--- config.mk ---
export PLATFORM = sky130hd
export DESIGN_NAME = sram_slot_scheduler_flat
export DESIGN_NICKNAME = d
export VERILOG_FILES = /design/src/rtl/sram_slot_scheduler_if.sv /design/src/rtl/sram_slot_scheduler.sv /design/src/flat_wrapper.sv
export SDC_FILE = /design/constraint.sdc
export NUM_CORES = 1
export LEC_CHECK = 0
export ABC_AREA = 1
export BUFFER_PORTS_ARGS = -buffer_cell sky130_fd_sc_hd__clkbuf_2
export CORE_AREA = 2 2 92 94
export DETAILED_ROUTE_END_ITERATION = 16
export DIE_AREA = 0 0 94 96
export HOLD_SLACK_MARGIN = 0.06
export PLACE_DENSITY = 0.82
export SYNTH_ARGS = -nofsm -noshare
export SYNTH_HDL_FRONTEND = slang
export SYNTH_SLANG_ARGS = --single-unit
--- constraint.sdc ---
create_clock -name i_clk -period 2.42 [get_ports i_clk]
set_clock_uncertainty 0.1 [all_clocks]
set_input_delay 0.484 -clock i_clk [delete_from_list [all_inputs] [get_ports i_clk]]
set_output_delay 0.484 -clock i_clk [all_outputs]
set_load 0.02 [all_outputs]
--- src/rtl/sram_slot_scheduler_if.sv ---
// sram_slot_scheduler_if: client request/grant lines and SRAM pin bundle for the slot scheduler
interface sram_slot_scheduler_if #(
    parameter int ADDR_W = 20,
    parameter int DATA_W = 16
);
    logic                  i_frame_start;
    logic [2:0]            i_req;
    logic [2:0]            i_we_n;
    logic [3*ADDR_W-1:0]   i_addr;
    logic [3*DATA_W-1:0]   i_wdata;
    logic [2:0]            o_gnt;
    logic [2:0]            o_done;
    logic [DATA_W-1:0]     o_rdata;
    logic [ADDR_W-1:0]     o_sram_addr;
    logic [DATA_W-1:0]     o_sram_wdata;
    logic                  o_sram_oe;
    logic                  o_sram_we_n;
    logic [DATA_W-1:0]     i_sram_rdata;
    logic                  o_busy;
    logic                  o_frame_done;
    logic                  o_overrun;
    logic                  i_clr_overrun;

    modport slave (
        input  i_frame_start, i_req, i_we_n, i_addr, i_wdata, i_sram_rdata, i_clr_overrun,
        output o_gnt, o_done, o_rdata, o_sram_addr, o_sram_wdata, o_sram_oe, o_sram_we_n,
               o_busy, o_frame_done, o_overrun
    );

    modport master (
        output i_frame_start, i_req, i_we_n, i_addr, i_wdata, i_sram_rdata, i_clr_overrun,
        input  o_gnt, o_done, o_rdata, o_sram_addr, o_sram_wdata, o_sram_oe, o_sram_we_n,
               o_busy, o_frame_done, o_overrun
    );
endinterface

--- src/rtl/sram_slot_scheduler.sv ---
// sram_slot_scheduler: per-sample TDM arbiter giving three clients one SRAM access each, in fixed order
module sram_slot_scheduler #(
    parameter int ADDR_W  = 20,
    parameter int DATA_W  = 16,
    parameter int RD_WAIT = 2
) (
    input logic                   i_clk,
    input logic                   i_rst,
    sram_slot_scheduler_if.slave  bus
);
    typedef enum logic [1:0] {IDLE, SCAN, ACCESS, TURN} state_t;
    localparam logic [3:0] LAST = 4'(RD_WAIT);

    state_t              state, state_nx;
    logic [1:0]          ptr;
    logic [3:0]          cnt;
    logic [ADDR_W-1:0]   addr_q, sel_addr;
    logic [DATA_W-1:0]   wdata_q, sel_wdata;
    logic                we_n_q;
    logic [3:0]          req_ext, we_ext;
    logic                req_hit, last, acc, wr;

    // slot 3 is the end-of-frame marker, so pad the per-client vectors to four entries
    assign req_ext   = {1'b0, bus.i_req};
    assign we_ext    = {1'b1, bus.i_we_n};
    assign req_hit   = req_ext[ptr];
    assign last      = cnt == LAST;
    assign acc       = state == ACCESS;
    assign wr        = acc && !we_n_q;
    assign sel_addr  = ptr == 2'd0 ? bus.i_addr[0 +: ADDR_W] :
                       ptr == 2'd1 ? bus.i_addr[ADDR_W +: ADDR_W] : bus.i_addr[2*ADDR_W +: ADDR_W];
    assign sel_wdata = ptr == 2'd0 ? bus.i_wdata[0 +: DATA_W] :
                       ptr == 2'd1 ? bus.i_wdata[DATA_W +: DATA_W] : bus.i_wdata[2*DATA_W +: DATA_W];

    always_ff @(posedge i_clk)
        state <= i_rst ? IDLE : state_nx;

    always_comb begin
        state_nx = state;
        case (state)
            IDLE:    state_nx = bus.i_frame_start ? SCAN : IDLE;
            SCAN:    state_nx = ptr == 2'd3 ? IDLE : req_hit ? ACCESS : SCAN;
            ACCESS:  state_nx = last ? TURN : ACCESS;
            default: state_nx = SCAN;
        endcase
    end

    always_ff @(posedge i_clk) begin
        if (i_rst) begin
            ptr           <= 2'd0;
            cnt           <= 4'd0;
            addr_q        <= '0;
            wdata_q       <= '0;
            we_n_q        <= 1'b1;
            bus.o_rdata   <= '0;
            bus.o_overrun <= 1'b0;
        end else begin
            ptr <= state == IDLE ? 2'd0 : (state == SCAN && !req_hit) || state == TURN ? ptr + 2'd1 : ptr;
            cnt <= acc ? cnt + 4'd1 : 4'd0;
            if (state == SCAN && req_hit) begin
                addr_q  <= sel_addr;
                wdata_q <= sel_wdata;
                we_n_q  <= we_ext[ptr];
            end
            if (acc && last && we_n_q)
                bus.o_rdata <= bus.i_sram_rdata;
            // a new overrun outranks a simultaneous clear
            bus.o_overrun <= bus.i_frame_start && state != IDLE ? 1'b1 : bus.i_clr_overrun ? 1'b0 : bus.o_overrun;
        end
    end

    always_comb begin
        bus.o_gnt        = acc ? 3'b001 << ptr : 3'b000;
        bus.o_done       = state == TURN ? 3'b001 << ptr : 3'b000;
        bus.o_sram_addr  = acc ? addr_q : '0;
        bus.o_sram_wdata = wr ? wdata_q : '0;
        bus.o_sram_oe    = wr;
        bus.o_sram_we_n  = !(wr && !last);
        bus.o_busy       = state != IDLE;
        bus.o_frame_done = state == SCAN && ptr == 2'd3;
    end
endmodule

--- src/flat_wrapper.sv ---
// flat-port wrapper written by rule: the top's interface ports become plain ports
module sram_slot_scheduler_flat 
#(
    parameter int ADDR_W  = 20,
    parameter int DATA_W  = 16,
    parameter int RD_WAIT = 2
)
  (i_clk, i_rst, bus_i_frame_start, bus_i_req, bus_i_we_n, bus_i_addr, bus_i_wdata, bus_i_sram_rdata, bus_i_clr_overrun, bus_o_gnt, bus_o_done, bus_o_rdata, bus_o_sram_addr, bus_o_sram_wdata, bus_o_sram_oe, bus_o_sram_we_n, bus_o_busy, bus_o_frame_done, bus_o_overrun);
  sram_slot_scheduler_if #(.ADDR_W(ADDR_W), .DATA_W(DATA_W)) bus_i ();
  input logic i_clk;
  input logic i_rst;
  input wire logic [$bits(bus_i.i_frame_start)-1:0] bus_i_frame_start;
  input wire logic [$bits(bus_i.i_req)-1:0] bus_i_req;
  input wire logic [$bits(bus_i.i_we_n)-1:0] bus_i_we_n;
  input wire logic [$bits(bus_i.i_addr)-1:0] bus_i_addr;
  input wire logic [$bits(bus_i.i_wdata)-1:0] bus_i_wdata;
  input wire logic [$bits(bus_i.i_sram_rdata)-1:0] bus_i_sram_rdata;
  input wire logic [$bits(bus_i.i_clr_overrun)-1:0] bus_i_clr_overrun;
  output wire logic [$bits(bus_i.o_gnt)-1:0] bus_o_gnt;
  output wire logic [$bits(bus_i.o_done)-1:0] bus_o_done;
  output wire logic [$bits(bus_i.o_rdata)-1:0] bus_o_rdata;
  output wire logic [$bits(bus_i.o_sram_addr)-1:0] bus_o_sram_addr;
  output wire logic [$bits(bus_i.o_sram_wdata)-1:0] bus_o_sram_wdata;
  output wire logic [$bits(bus_i.o_sram_oe)-1:0] bus_o_sram_oe;
  output wire logic [$bits(bus_i.o_sram_we_n)-1:0] bus_o_sram_we_n;
  output wire logic [$bits(bus_i.o_busy)-1:0] bus_o_busy;
  output wire logic [$bits(bus_i.o_frame_done)-1:0] bus_o_frame_done;
  output wire logic [$bits(bus_i.o_overrun)-1:0] bus_o_overrun;
  assign bus_i.i_frame_start = bus_i_frame_start;
  assign bus_i.i_req = bus_i_req;
  assign bus_i.i_we_n = bus_i_we_n;
  assign bus_i.i_addr = bus_i_addr;
  assign bus_i.i_wdata = bus_i_wdata;
  assign bus_i.i_sram_rdata = bus_i_sram_rdata;
  assign bus_i.i_clr_overrun = bus_i_clr_overrun;
  assign bus_o_gnt = bus_i.o_gnt;
  assign bus_o_done = bus_i.o_done;
  assign bus_o_rdata = bus_i.o_rdata;
  assign bus_o_sram_addr = bus_i.o_sram_addr;
  assign bus_o_sram_wdata = bus_i.o_sram_wdata;
  assign bus_o_sram_oe = bus_i.o_sram_oe;
  assign bus_o_sram_we_n = bus_i.o_sram_we_n;
  assign bus_o_busy = bus_i.o_busy;
  assign bus_o_frame_done = bus_i.o_frame_done;
  assign bus_o_overrun = bus_i.o_overrun;
  sram_slot_scheduler #(.ADDR_W(ADDR_W), .DATA_W(DATA_W), .RD_WAIT(RD_WAIT)) u_core (.i_clk(i_clk), .i_rst(i_rst), .bus(bus_i));
endmodule
; Word-level counts from Yosys, hierarchy flattened
; Cells that the tools add are included.
[word_totals]
register_bits = 62
output_inout_bits = 63
wordCells = 57
inputBits = 134
[op_classes]
n_eq_ne = 6
reduce_logical = 19
n_bitwise = 1
magnitude_cmp = 1
addsub = 2
n_mux = 19
shifts = 1
[ops]
columns = cell, n
row1 = two-way mux 20 bit, 3
row2 = two-way mux 16 bit, 3
row3 = logical AND 1 bit, 8
row4 = "== test 2 bit, second input constant", 3
row5 = two-way mux 1 bit, 6
row6 = two-way mux 3 bit, 2
row7 = case mux 2 bit (3 select lines), 1
row8 = "adder 4 x 1 -> 4 bit, second input constant", 1
row9 = binary-select mux 1 bit (select 2 bit), 2
row10 = "== test 2 x 1 -> 1 bit, second input constant", 2
row11 = "== test 4 x 2 -> 1 bit, second input constant", 1
row12 = logical NOT 1 bit, 4
row13 = logical NOT 2 bit, 2
row14 = two-way mux 2 bit, 2
row15 = nonzero test 2 bit, 2
row16 = OR reduction 2 bit, 2
row17 = "< comparator 2 x 3 -> 1 bit, second input constant", 1
row18 = "left shift 1 x 2 -> 3 bit, first input constant", 1
row19 = "adder 2 x 1 -> 2 bit, second input constant", 1
row20 = logical OR 1 bit, 1
row21 = NOT 1 bit, 1

; Depth between registers and ports, before layout
; Gate-level depths: netlist of run 1.
[depth]
word_depth = 5
ltp_mapped = 10
mapped_depth_nobuf = 8

; Least setup slack after synthesis of run 1
; No wires, ideal clock.
[synth_path]
kind = register -> output
start = register u_core.state[1]
end = output port bus_o_sram_wdata[10]
required_ps = 1836
stages_incl_launch_ff = 8
t_arrival_ps = 1346
path_slack_ps = 490
path_cell_list = dfxtp_1 inv_2 nor2_2 inv_2 nor2_4 inv_2 buf_2 nor2_1
[synth_via]
elab_chain_cells = 3
[synth_rtl]
columns = element, line_no
row1 = "start, declared", sram_slot_scheduler.sv:14  ; state_t state, state_nx;
row2 = "start signal, assigned", sram_slot_scheduler.sv:36  ; state <= i_rst ? IDLE : state_nx;
row3 = == test 2 bit, sram_slot_scheduler.sv:28  ; assign acc = state == ACCESS;
row4 = logical AND 1 bit, sram_slot_scheduler.sv:29  ; assign wr = acc && !we_n_q;
row5 = named net bus_o_sram_oe, flat_wrapper.sv:24  ; output wire logic [$bits(bus_i.o_sram_oe)-1:0] bus_o_sram_oe;
row6 = two-way mux 16 bit, sram_slot_scheduler.sv:76  ; bus.o_sram_wdata = wr ? wdata_q : '0;
row7 = "end, declared", flat_wrapper.sv:23  ; output wire logic [$bits(bus_i.o_sram_wdata)-1:0] bus_o_sram_wdata;
; The timed path passes the listed nets, and every way through them passes these cells.

; Worst setup path after layout of run 1
[layout_path]
start = register u_core.state[1]
end = output port bus_o_sram_wdata[4]
[layout_via]
elab_chain_cells = 3
[layout_rtl]
columns = element, line_no
row1 = == test 2 bit, sram_slot_scheduler.sv:28
row2 = logical AND 1 bit, sram_slot_scheduler.sv:29
row3 = two-way mux 16 bit, sram_slot_scheduler.sv:76
; Every way passes these cells.

==> flow_metrics.env, run 1 <==
export IMPL_tritoncts_num_sinks=62
export IMPL_total_power_mw=2.574
export IMPL_setup_tns_final_ns=0
export IMPL_layout_commonest_cell="clkbuf_2"
export IMPL_grt_pass1_vias=3611
export IMPL_routedWlPerCell_um=11.65
export IMPL_dpl_worst_slack_ns=0.4992
export IMPL_p_sw_share_pct=27.49
export IMPL_numPortBuffers=196
export IMPL_chipWidth_um=94
export IMPL_worstSetupPathType="flop to output pin"
export IMPL_cell_by_cell_listing_of_the_critical_path="inv_2, nor2_2, inv_2, nor2_4, inv_2, nor2_1, clkbuf_2"
export IMPL_via_per_inst=4.813
export IMPL_first_iter_violations=145
export IMPL_critical_path_peak_fanout=16
export IMPL_post_dp_hpwl_um=7536
export IMPL_diode_count=0
export IMPL_min_period_ns=2.203
export IMPL_worstMarginPinSlew_ns=0.6585
export IMPL_ys_seq_elements=62
export IMPL_postPlaceCellArea_mm2=0.004489
export IMPL_cellPowerDensity_mw_per_mm2=546.3
export IMPL_fp_row_count=33
export IMPL_internal_power_mw=1.867
export IMPL_gr_usage_all_layers_pct=21.35
export IMPL_hp_class="input pin to flop"
export IMPL_start_kind="flop"
export IMPL_outcome="complete, no violations"
export IMPL_clk_latency_ns=0.32
export IMPL_number_of_nets_in_the_synthesized_netlist=693
export IMPL_timing_final_setup_violations=0
export IMPL_setup_reg_to_reg_worst_slack_ns=0.50
export IMPL_detailroute_wirelength_met2_um=4928
export IMPL_cts_resized=0
export IMPL_die_height_um=96
export IMPL_placeableCoreArea_mm2=0.008051
export IMPL_max_freq_mhz=453.8
export IMPL_cts_hold_buf=0
export IMPL_clock_share_of_power_pct=38.5
export IMPL_area_growth_pct=35.13
export IMPL_grt_max_degree=52
export IMPL_grt_first_pass_wirelength_um=15380
export IMPL_post_cts_setup_repair_bufs=0
export IMPL_antenna_violations_before_repair=0
export IMPL_nets=871
export IMPL_drtPass1Iterations=4
export IMPL_layout_drive_gt1_share_pct=32.07
export IMPL_drcViolationCount=0
export IMPL_m1WireLength_um=4047
export IMPL_top_layer_used="met4"
export IMPL_power_switching_mw=0.7077
export IMPL_critical_path_required_ns=1.84
export IMPL_clock_root_buffer="clkbuf_8"
export IMPL_final_min_period_over_clock_period_pct=91.05
export IMPL_route_final_wire_length_um=9800
export IMPL_crit_path_slowest_cell="dfxtp_1"
export IMPL_routed_wl_met3_um=703
export IMPL_synth_cell_area_mm2=0.003487
export IMPL_final_max_slew_viol_count=0
export IMPL_h_tree_depth=3
export IMPL_clkSlewWorstSetupHoldPaths_ns=0.07
export IMPL_cts_tree="yes"
export IMPL_family_of_cells_with_the_greatest_summed_delay_on_the_critical_path="flip-flops"
export IMPL_postSynthCellCount=553
export IMPL_post_route_worst_setup_slack_ns=0.2165
export IMPL_die_area_mm2=0.009024
export IMPL_finish_instance_area_mm2=0.004712
export IMPL_post_synth_num_cell_types=23
export IMPL_path_common_cell="inv_2"
export IMPL_place_congestion=0.8699
export IMPL_count_of_fill_cells_added_during_filler_insertion=768
export IMPL_most_common_layout_cells="196 x clkbuf_2, 121 x nor2_1, 86 x nand2_1"
export IMPL_ys_warn_count=0
export IMPL_total_leakage_power_nw=2.218
export IMPL_synth_yosys_seq_area_share_pct=35.59
export IMPL_antenna_violating_nets_post_route=0
export IMPL_globalRouteOverflowTotal=0
export IMPL_combPwrFrac_pct=18.3
export IMPL_hold_viol=0
export IMPL_critical_path_arrival_ns=1.62
export IMPL_timing_critical_path_slowest_cell_delay_ns=0.45
export IMPL_timing_critical_path_buf_inv=4
export IMPL_floorplan_initialDensity_pct=43.31
export IMPL_cts_max_path_buffers=2
export IMPL_avgSynthCellArea_um2=6.306
export IMPL_maxCapViolCount=0
export IMPL_num_io_pins=197
export IMPL_power_share_sequential_pct=43.2
export IMPL_cts_buffers=9
export IMPL_setup_repair_after_global_routing_missed_its_margin="false"
export IMPL_vias=4048
export IMPL_vdd_drop_max_mv=0.2322
export IMPL_worst_slew_margin_rel_pct=56.05
export IMPL_end_kind="output pin"
==> synthesized netlist by cell type <==
| cell type | n | area [um^2] |
|---|---|---|
| a21oi_1 | 57 | 285.3 |
| buf_1 | 1 | 3.750 |
| xnor2_1 | 1 | 8.760 |
| inv_1 | 64 | 240.2 |
| nor3_1 | 2 | 10.01 |
| buf_6 | 3 | 33.78 |
| nor2_1 | 121 | 454.2 |
| buf_2 | 16 | 80.08 |
| dfxtp_1 | 62 | 1241 |
| nor2_4 | 1 | 11.26 |
| o21ai_1 | 23 | 115.1 |
| inv_2 | 7 | 26.28 |
| nor2_2 | 2 | 12.51 |
| a32o_1 | 1 | 10.01 |
| buf_4 | 8 | 60.06 |
| nand3_2 | 1 | 10.01 |
| nand2_2 | 1 | 6.260 |
| a31oi_1 | 36 | 225.2 |
| ha_1 | 6 | 75.07 |
| clkbuf_1 | 12 | 45.04 |
| nand3_1 | 9 | 45.04 |
| nand2_1 | 86 | 322.8 |
| o21ai_0 | 33 | 165.2 |
==> path summary, 6_finish.rpt <==
check,from,end,depth (start not counted)
hold reg to reg,u_core.bus.o_rdata[10]$_SDFFE_PP0P_,u_core.bus.o_rdata[10]$_SDFFE_PP0P_,2
setup / recovery,u_core.state[1]$_SDFF_PP0_,bus_o_sram_wdata[4],7
setup reg to reg,u_core.ptr[1]$_SDFFE_PP0P_,u_core.addr_q[0]$_SDFFE_PP0P_,8
hold / removal,bus_i_frame_start,u_core.bus.o_overrun$_SDFFE_PP0P_,2
==> layout make-up <==
cell class / instances / area [um^2] / area share, %
clock buffer: 9 / 123.9 / 2.629
clock inverter: 7 / 98.84 / 2.098
inverter: 71 / 266.5 / 5.656
multi-input combinational: 380 / 1762 / 37.39
sequential: 62 / 1241 / 26.34
tap: 105 / 131.4 / 2.788
timing repair buffer: 207 / 1089 / 23.10
==> stage by stage <==
step                util [%]  instances  hold slack (ns)
finish                 58.52        841           0.2980
global route           58.52        841           0.2880
CTS                    58.52        841           0.2782
detailed placement     55.76        825           0.3409
global placement       55.76        825           0.3311
floorplan                  -        553           0.3296
==> logic make-up (layout without fill, tap and decap cells) <==
family | after synthesis | after routing | synth area share [%]
compound gates | 150 | 150 | 22.96
xor+xnor | 1 | 1 | 0.2512
fa+ha+maj | 6 | 6 | 2.153
buf+inv | 111 | 294 | 14.03
flops | 62 | 62 | 35.59
simple gates | 223 | 223 | 25.01
==> registers in the layout, summed over array words and instances (netlist names) <==
name                  count
u_core.ptr                2
u_core.addr_q            20
u_core.cnt                4
u_core.we_n_q             1
u_core.bus.o_rdata       16
u_core.state              2
u_core.wdata_q           16
u_core.bus.o_overrun      1
==> layer usage <==
| layer | vias up | global-route usage (%) |
|---|---|---|
| met5 | - | 0 |
| met3 | 11 | 3.837 |
| met2 | 158 | 39.35 |
| li1 | 2125 | - |
| met4 | 0 | 8.575 |
| met1 | 1754 | 24.38 |
==> power by group through the flow <==
stage                     clock (mW)  combinational (mW)  sequential (mW)
after floorplan                    0               0.303             1.13
after global placement             0               0.458             1.13
after detailed placement           0               0.473             1.13
after CTS                       1.02               0.474             1.11
after global routing            1.07               0.535             1.12
final                          0.991               0.470             1.11
Power figures use the tool's default switching activity.
==> run 2, diff against run 1 <==
Settings changed: ABC_AREA 1 to 0, CORE_AREA 2 2 92 94 to 2 2 95 97, DIE_AREA 0 0 94 96 to 0 0 97 99, PLACE_DENSITY 0.82 to 0.81, SLEW_MARGIN set to 20.
==> run 2 against run 1 <==
Compared with the run above:
- worst hold slack worse by 0.018 ns
- non-clock buffer count up 2
- critical path depth fell by 3
- core utilization increased by 0.29 points
- highest routed layer unchanged
- wire length rose by 4.1%
- via count fell by 7.3%
- synthesized area is 7.7% higher
- total power barely moved
- sequential share of layout area decreased by 1.7 points
- largest cell class unchanged
- largest power group unchanged
- final cell count decreased by 14%
==> flow_metrics.env, run 2 <==
export IMPL_routedWlPerCell_um=14.08
export IMPL_cts_tree="yes"
export IMPL_postSynthCellCount=430
export IMPL_antenna_violations_before_repair=0
export IMPL_synth_enable_flop_cells=0
export IMPL_worstMarginPinSlew_ns=0.9693
export IMPL_area_growth_pct=33.92
export IMPL_final_max_slew_viol_count=0
export IMPL_post_route_worst_setup_slack_ns=0.1290
export IMPL_grt_max_degree=75
export IMPL_hold_viol=0
export IMPL_critical_path_required_ns=1.84
export IMPL_fp_row_count=34
export IMPL_synth_yosys_seq_area_share_pct=33.06
export IMPL_vdd_drop_max_mv=0.2898
export IMPL_synth_cell_area_mm2=0.003755
export IMPL_multi_input_gate_area_in_the_final_layout_mm2=0.002310
export IMPL_setup_repair_after_global_routing_missed_its_margin="false"
export IMPL_avgSynthCellArea_um2=8.732
export IMPL_cts_resized=0
export IMPL_h_tree_depth=3
export IMPL_netlist_area_leader_share_pct=33.06
export IMPL_busiest_layer="met2"
export IMPL_first_iter_violations=124
export IMPL_dpl_worst_slack_ns=0.4160
export IMPL_critical_path_peak_fanout=9
export IMPL_chipWidth_um=97
export IMPL_most_common_layout_cells="196 x clkbuf_2, 62 x dfxtp_1"
export IMPL_place_congestion=0.8377
export IMPL_route_final_wire_length_um=10200
export IMPL_globalRouteOverflowTotal=0
export IMPL_largest_reg_flops=20
export IMPL_cts_max_path_buffers=2
export IMPL_post_synth_top_count_cell="dfxtp_1"
export IMPL_via_per_inst=5.181
export IMPL_placeableCoreArea_mm2=0.008551
export IMPL_number_of_nets_in_the_synthesized_netlist=570
export IMPL_gr_usage_all_layers_pct=20.58
export IMPL_outcome="complete, no violations"
export IMPL_cts_hold_buf=0
export IMPL_tritoncts_num_sinks=62
export IMPL_setup_tns_final_ns=0
export IMPL_synth_main_ff_cell="dfxtp_1"
export IMPL_grt_first_pass_wirelength_um=16430
export IMPL_ys_warn_count=0
export IMPL_floorplan_initialDensity_pct=43.91
export IMPL_maxCapViolCount=0
export IMPL_clk_latency_ns=0.33
export IMPL_worst_slew_margin_rel_pct=35.10
export IMPL_grt_pass1_vias=3640
export IMPL_critical_path_arrival_ns=1.71
export IMPL_cellPowerDensity_mw_per_mm2=511.7
export IMPL_finish_instance_area_mm2=0.005029
export IMPL_worstHoldPathCells=3
export IMPL_post_cts_setup_repair_bufs=0
export IMPL_numPortBuffers=196
export IMPL_setup_reg_to_reg_worst_slack_ns=0.38
export IMPL_synthDominantAreaCellType="dfxtp_1"
export IMPL_count_of_fill_cells_added_during_filler_insertion=779
export IMPL_top_register="u_core.addr_q"
export IMPL_num_io_pins=197
export IMPL_area_sequential_mm2=0.001241
export IMPL_vias=3751
export IMPL_diode_count=0
export IMPL_cts_buffers=9
export IMPL_die_area_mm2=0.009603
export IMPL_main_area_contributors_after_synthesis="dfxtp_1 33%, mux2_2 11%, mux2i_1 9.9%"
export IMPL_largest_registers="u_core.addr_q: 20 flops, u_core.bus.o_rdata: 16 flops, u_core.wdata_q: 16 flops"
export IMPL_min_period_ns=2.291
export IMPL_synth_async_sr_flop_share_pct=0
export IMPL_hp_class="input pin to flop"
export IMPL_layout_drive_gt1_share_pct=43.67
export IMPL_nets=751
export IMPL_worstRegToRegCells=5
export IMPL_max_freq_mhz=436.5
export IMPL_grtUsageMet3_pct=5.106
export IMPL_total_power_mw=2.573
export IMPL_ys_seq_elements=62
export IMPL_timing_final_setup_violations=0
export IMPL_grtUsageMet2_pct=36.27
export IMPL_drcViolationCount=0
export IMPL_holdWs_ns=0.2805
export IMPL_layout_commonest_cell="clkbuf_2"
export IMPL_drtPass1Iterations=4
export IMPL_end_kind="output pin"
export IMPL_antenna_violating_nets_post_route=0
export IMPL_gr_usage_met1_pct=24.45
export IMPL_total_leakage_power_nw=2.476
export IMPL_postPlaceCellArea_mm2=0.004816
export IMPL_start_kind="flop"
export IMPL_worstSetupPathType="flop to output pin"
export IMPL_post_dp_hpwl_um=7779
export IMPL_post_synth_num_cell_types=37
export IMPL_final_min_period_over_clock_period_pct=94.67
export IMPL_clock_root_buffer="clkbuf_8"
export IMPL_die_height_um=99
export IMPL_clkSlewWorstSetupHoldPaths_ns=0.07
export IMPL_synth_common_cells="62 x dfxtp_1, 39 x and2_1, 39 x nand2_1, 39 x nand2b_1, 39 x o211ai_1"
-- run 2: logic make-up (layout without fill, tap and decap cells) --
| group | count (synthesis) | after routing | share of synthesized area (%) |
|---|---|---|---|
| flip-flops | 62 | 62 | 33.06 |
| multiplexers | 74 | 74 | 21.26 |
| buffers and inverters | 46 | 232 | 5.665 |
| XOR/XNOR | 2 | 2 | 0.4666 |
| AND/OR/NAND/NOR | 155 | 155 | 22.89 |
| adder cells (fa/ha/maj) | 6 | 6 | 1.999 |
| AO/OA/AOI/OAI | 85 | 85 | 14.66 |
-- run 2: per-layer routing --
metal | up-vias | part of all wire (%)
li1 | 1864 | -
met4 | 0 | 1.8
met1 | 1713 | 41
met5 | - | 0
met3 | 16 | 6.9
met2 | 158 | 51
-- run 2: cell type report --
class	count	area share, %
repair buffers	209	21.95
inverters	7	0.5225
multi-input cells	322	45.93
clock inverters	7	1.767
flip-flops and latches	62	24.68
clock buffers	9	2.463
well taps	108	2.687
-- run 2: path summary, 6_finish.rpt --
kind / endpoint / startpoint
worst min register to register: u_core.wdata_q[15]$_SDFFE_PP0P_ / u_core.wdata_q[15]$_SDFFE_PP0P_
worst max-delay path: bus_o_done[1] / u_core.ptr[1]$_SDFFE_PP0P_
worst min-delay path: u_core.bus.o_rdata[15]$_SDFFE_PP0P_ / bus_i_sram_rdata[15]
worst max register to register: u_core.addr_q[18]$_SDFFE_PP0P_ / u_core.ptr[0]$_SDFFE_PP0P_
-- run 2: power by group --
group	leakage, nW	internal [mW]	switching, mW
Sequential	0.502	1.07	0.0257
Combinational	1.86	0.256	0.240
Clock	0.113	0.574	0.410
-- run 2: worst max-delay path: stages (launching register included) --
cell and delay [ns]:
dfxtp_1 0.61, inv_1 0.18, ha_2 0.27, and3_1 0.16, clkbuf_2 0.16
-- run 2: per-stage QoR --
stage | std cells | util [%]
floorplan | 430 | -
global route | 724 | 58.81
finish | 724 | 58.81
CTS | 724 | 58.81
global placement | 708 | 56.32
detailed placement | 708 | 56.32
==> run 3, diff against run 2 <==
Settings changed: PLACE_DENSITY 0.81 to 0.84.
==> run 3 against run 2 <==
Compared with the run above:
- sequential share of layout area is 0.15 points lower
- clock power grew 8%
- fmax is 6.5% higher
- core utilization up 0.35 points
- total power is 3.0% higher
- wire length increased by 3.0%
- count of clock-buffer cells in the layout up 2
- worst hold slack improved by 0.0057 ns
- combinational power up 2%
- die area stayed put
- via count increased by 0.64%
- sequential power barely moved
- critical path type unchanged
- highest routed layer unchanged
==> flow_metrics.env, run 3 (synthesized netlist as in run 2, its figures left out) <==
export IMPL_critical_path_arrival_ns=1.57
export IMPL_p_sw_share_pct=26.05
export IMPL_globalRouteOverflowTotal=0
export IMPL_worstSetupPathType="flop to output pin"
export IMPL_timing_critical_path_slowest_cell_delay_ns=0.34
export IMPL_cellPowerDensity_mw_per_mm2=523.9
export IMPL_place_congestion=0.8601
export IMPL_maxCapViolCount=0
export IMPL_finish_instance_area_mm2=0.005059
export IMPL_antenna_violations_before_repair=0
export IMPL_top_register="u_core.addr_q"
export IMPL_outcome="complete, no violations"
export IMPL_drtPass1Iterations=4
export IMPL_antenna_violating_nets_post_route=0
export IMPL_postPlaceCellArea_mm2=0.004826
export IMPL_first_iter_violations=99
export IMPL_clkSlewWorstSetupHoldPaths_ns=0.07
export IMPL_nets=754
export IMPL_die_area_mm2=0.009603
export IMPL_die_height_um=99
export IMPL_worstMarginPinSlew_ns=0.9098
export IMPL_grt_first_pass_wirelength_um=16970
export IMPL_vias=3775
export IMPL_layout_drive_gt1_share_pct=43.94
export IMPL_vdd_drop_max_mv=0.3294
export IMPL_end_kind="output pin"
export IMPL_placeableCoreArea_mm2=0.008551
export IMPL_cts_resized=0
export IMPL_power_switching_mw=0.6903
export IMPL_combPwrFrac_pct=19.0
export IMPL_tritoncts_num_sinks=62
export IMPL_final_min_period_over_clock_period_pct=88.90
export IMPL_diode_count=0
export IMPL_setup_repair_after_global_routing_missed_its_margin="false"
export IMPL_worstRegToRegCells=6
export IMPL_area_growth_pct=34.72
export IMPL_critical_path_peak_fanout=16
export IMPL_final_cells=727
export IMPL_count_of_fill_cells_added_during_filler_insertion=766
export IMPL_post_route_worst_setup_slack_ns=0.2687
export IMPL_start_kind="flop"
export IMPL_h_tree_depth=3
export IMPL_utilization_pct=59.16
export IMPL_via_per_inst=5.193
export IMPL_cts_buffers=9
export IMPL_launch_point_of_the_worst_reg_to_reg_path="u_core.ptr[1]$_SDFFE_PP0P_"
export IMPL_final_max_slew_viol_count=0
export IMPL_timing_final_setup_violations=0
export IMPL_route_final_wire_length_um=10510
export IMPL_internal_power_mw=1.960
export IMPL_largest_registers="u_core.addr_q: 20 flops, u_core.bus.o_rdata: 16 flops, u_core.wdata_q: 16 flops"
export IMPL_worstHoldPathCells=3
export IMPL_clock_root_buffer="clkbuf_8"
export IMPL_grt_max_degree=44
export IMPL_dpl_worst_slack_ns=0.5273
export IMPL_number_of_cells_in_the_design_after_placement=711
export IMPL_power_share_sequential_pct=41.2
export IMPL_worst_slew_margin_rel_pct=39.08
export IMPL_largest_reg_flops=20
export IMPL_worstHoldStart="bus_i_sram_rdata[13]"
export IMPL_post_dp_hpwl_um=8115
export IMPL_setup_tns_final_ns=0
export IMPL_cell_by_cell_listing_of_the_critical_path="buf_4, nor2b_2, buf_4, and2_1, clkbuf_2"
export IMPL_numPortBuffers=196
export IMPL_cts_max_path_buffers=2
export IMPL_holdWs_ns=0.2862
export IMPL_total_leakage_power_nw=2.489
export IMPL_most_common_layout_cells="196 x clkbuf_2, 62 x dfxtp_1"
export IMPL_hp_class="input pin to flop"
export IMPL_total_power_mw=2.650
export IMPL_hold_viol=0
export IMPL_chipWidth_um=97
export IMPL_cts_hold_buf=0
export IMPL_cts_tree="yes"
export IMPL_floorplan_initialDensity_pct=43.91
export IMPL_crit_path_slowest_cell="dfxtp_1"
export IMPL_drcViolationCount=0
export IMPL_clk_latency_ns=0.33
export IMPL_clock_share_of_power_pct=39.8
export IMPL_grt_pass1_vias=3669
export IMPL_path_common_cell="buf_4"
export IMPL_layout_commonest_cell="clkbuf_2"
export IMPL_routedWlPerCell_um=14.45
export IMPL_worstSetupStartpoint="u_core.state[1]$_SDFF_PP0_"
export IMPL_num_io_pins=197
export IMPL_post_cts_setup_repair_bufs=0
export IMPL_gr_usage_all_layers_pct=21.31
export IMPL_critical_path_required_ns=1.84
export IMPL_fp_row_count=34
export IMPL_max_freq_mhz=464.8
export IMPL_min_period_ns=2.151
==> run 3: worst paths after layout <==
kind | endpoint | slack (ns)
worst min register to register | u_core.addr_q[11]$_SDFFE_PP0P_ | 0.36
worst min-delay path | u_core.bus.o_rdata[13]$_SDFFE_PP0P_ | 0.29
worst max-delay path | bus_o_sram_addr[0] | 0.27
worst max register to register | u_core.wdata_q[15]$_SDFFE_PP0P_ | 0.54
==> run 3: critical path, delay by kind of cell (launching register included) <==
family | cells | cell delay, ns
buf+inv | 3 | 0.57
flops | 1 | 0.34
simple gates | 2 | 0.33
==> run 3: layout make-up <==
cell class | instances | area [um^2] | share of cell area [%]
Inverter | 7 | 26.28 | 0.5194
Timing Repair Buffer | 212 | 1114 | 22.01
Sequential cell | 62 | 1241 | 24.54
Clock buffer | 11 | 151.4 | 2.993
Multi-Input combinational cell | 322 | 2310 | 45.66
Clock inverter | 5 | 81.33 | 1.608
Tap cell | 108 | 135.1 | 2.671
==> run 3: metal layers <==
layer	global-route usage (%)	vias up	part of all wire, %	routed length, um
met2	37.50	148	49	5161
met4	6.501	0	1.7	176
met5	0	-	0	0
li1	-	1867	-	-
met3	4.468	16	6.6	689
met1	26.22	1744	43	4482
==> run 3: power groups by stage <==
stage | logic (mW) | registers (mW) | clock network [mW]
detailed placement | 0.505 | 1.11 | 0
CTS | 0.508 | 1.09 | 1.07
global placement | 0.492 | 1.11 | 0
finish | 0.504 | 1.09 | 1.06
global route | 0.554 | 1.10 | 1.12
floorplan | 0.325 | 1.11 | 0
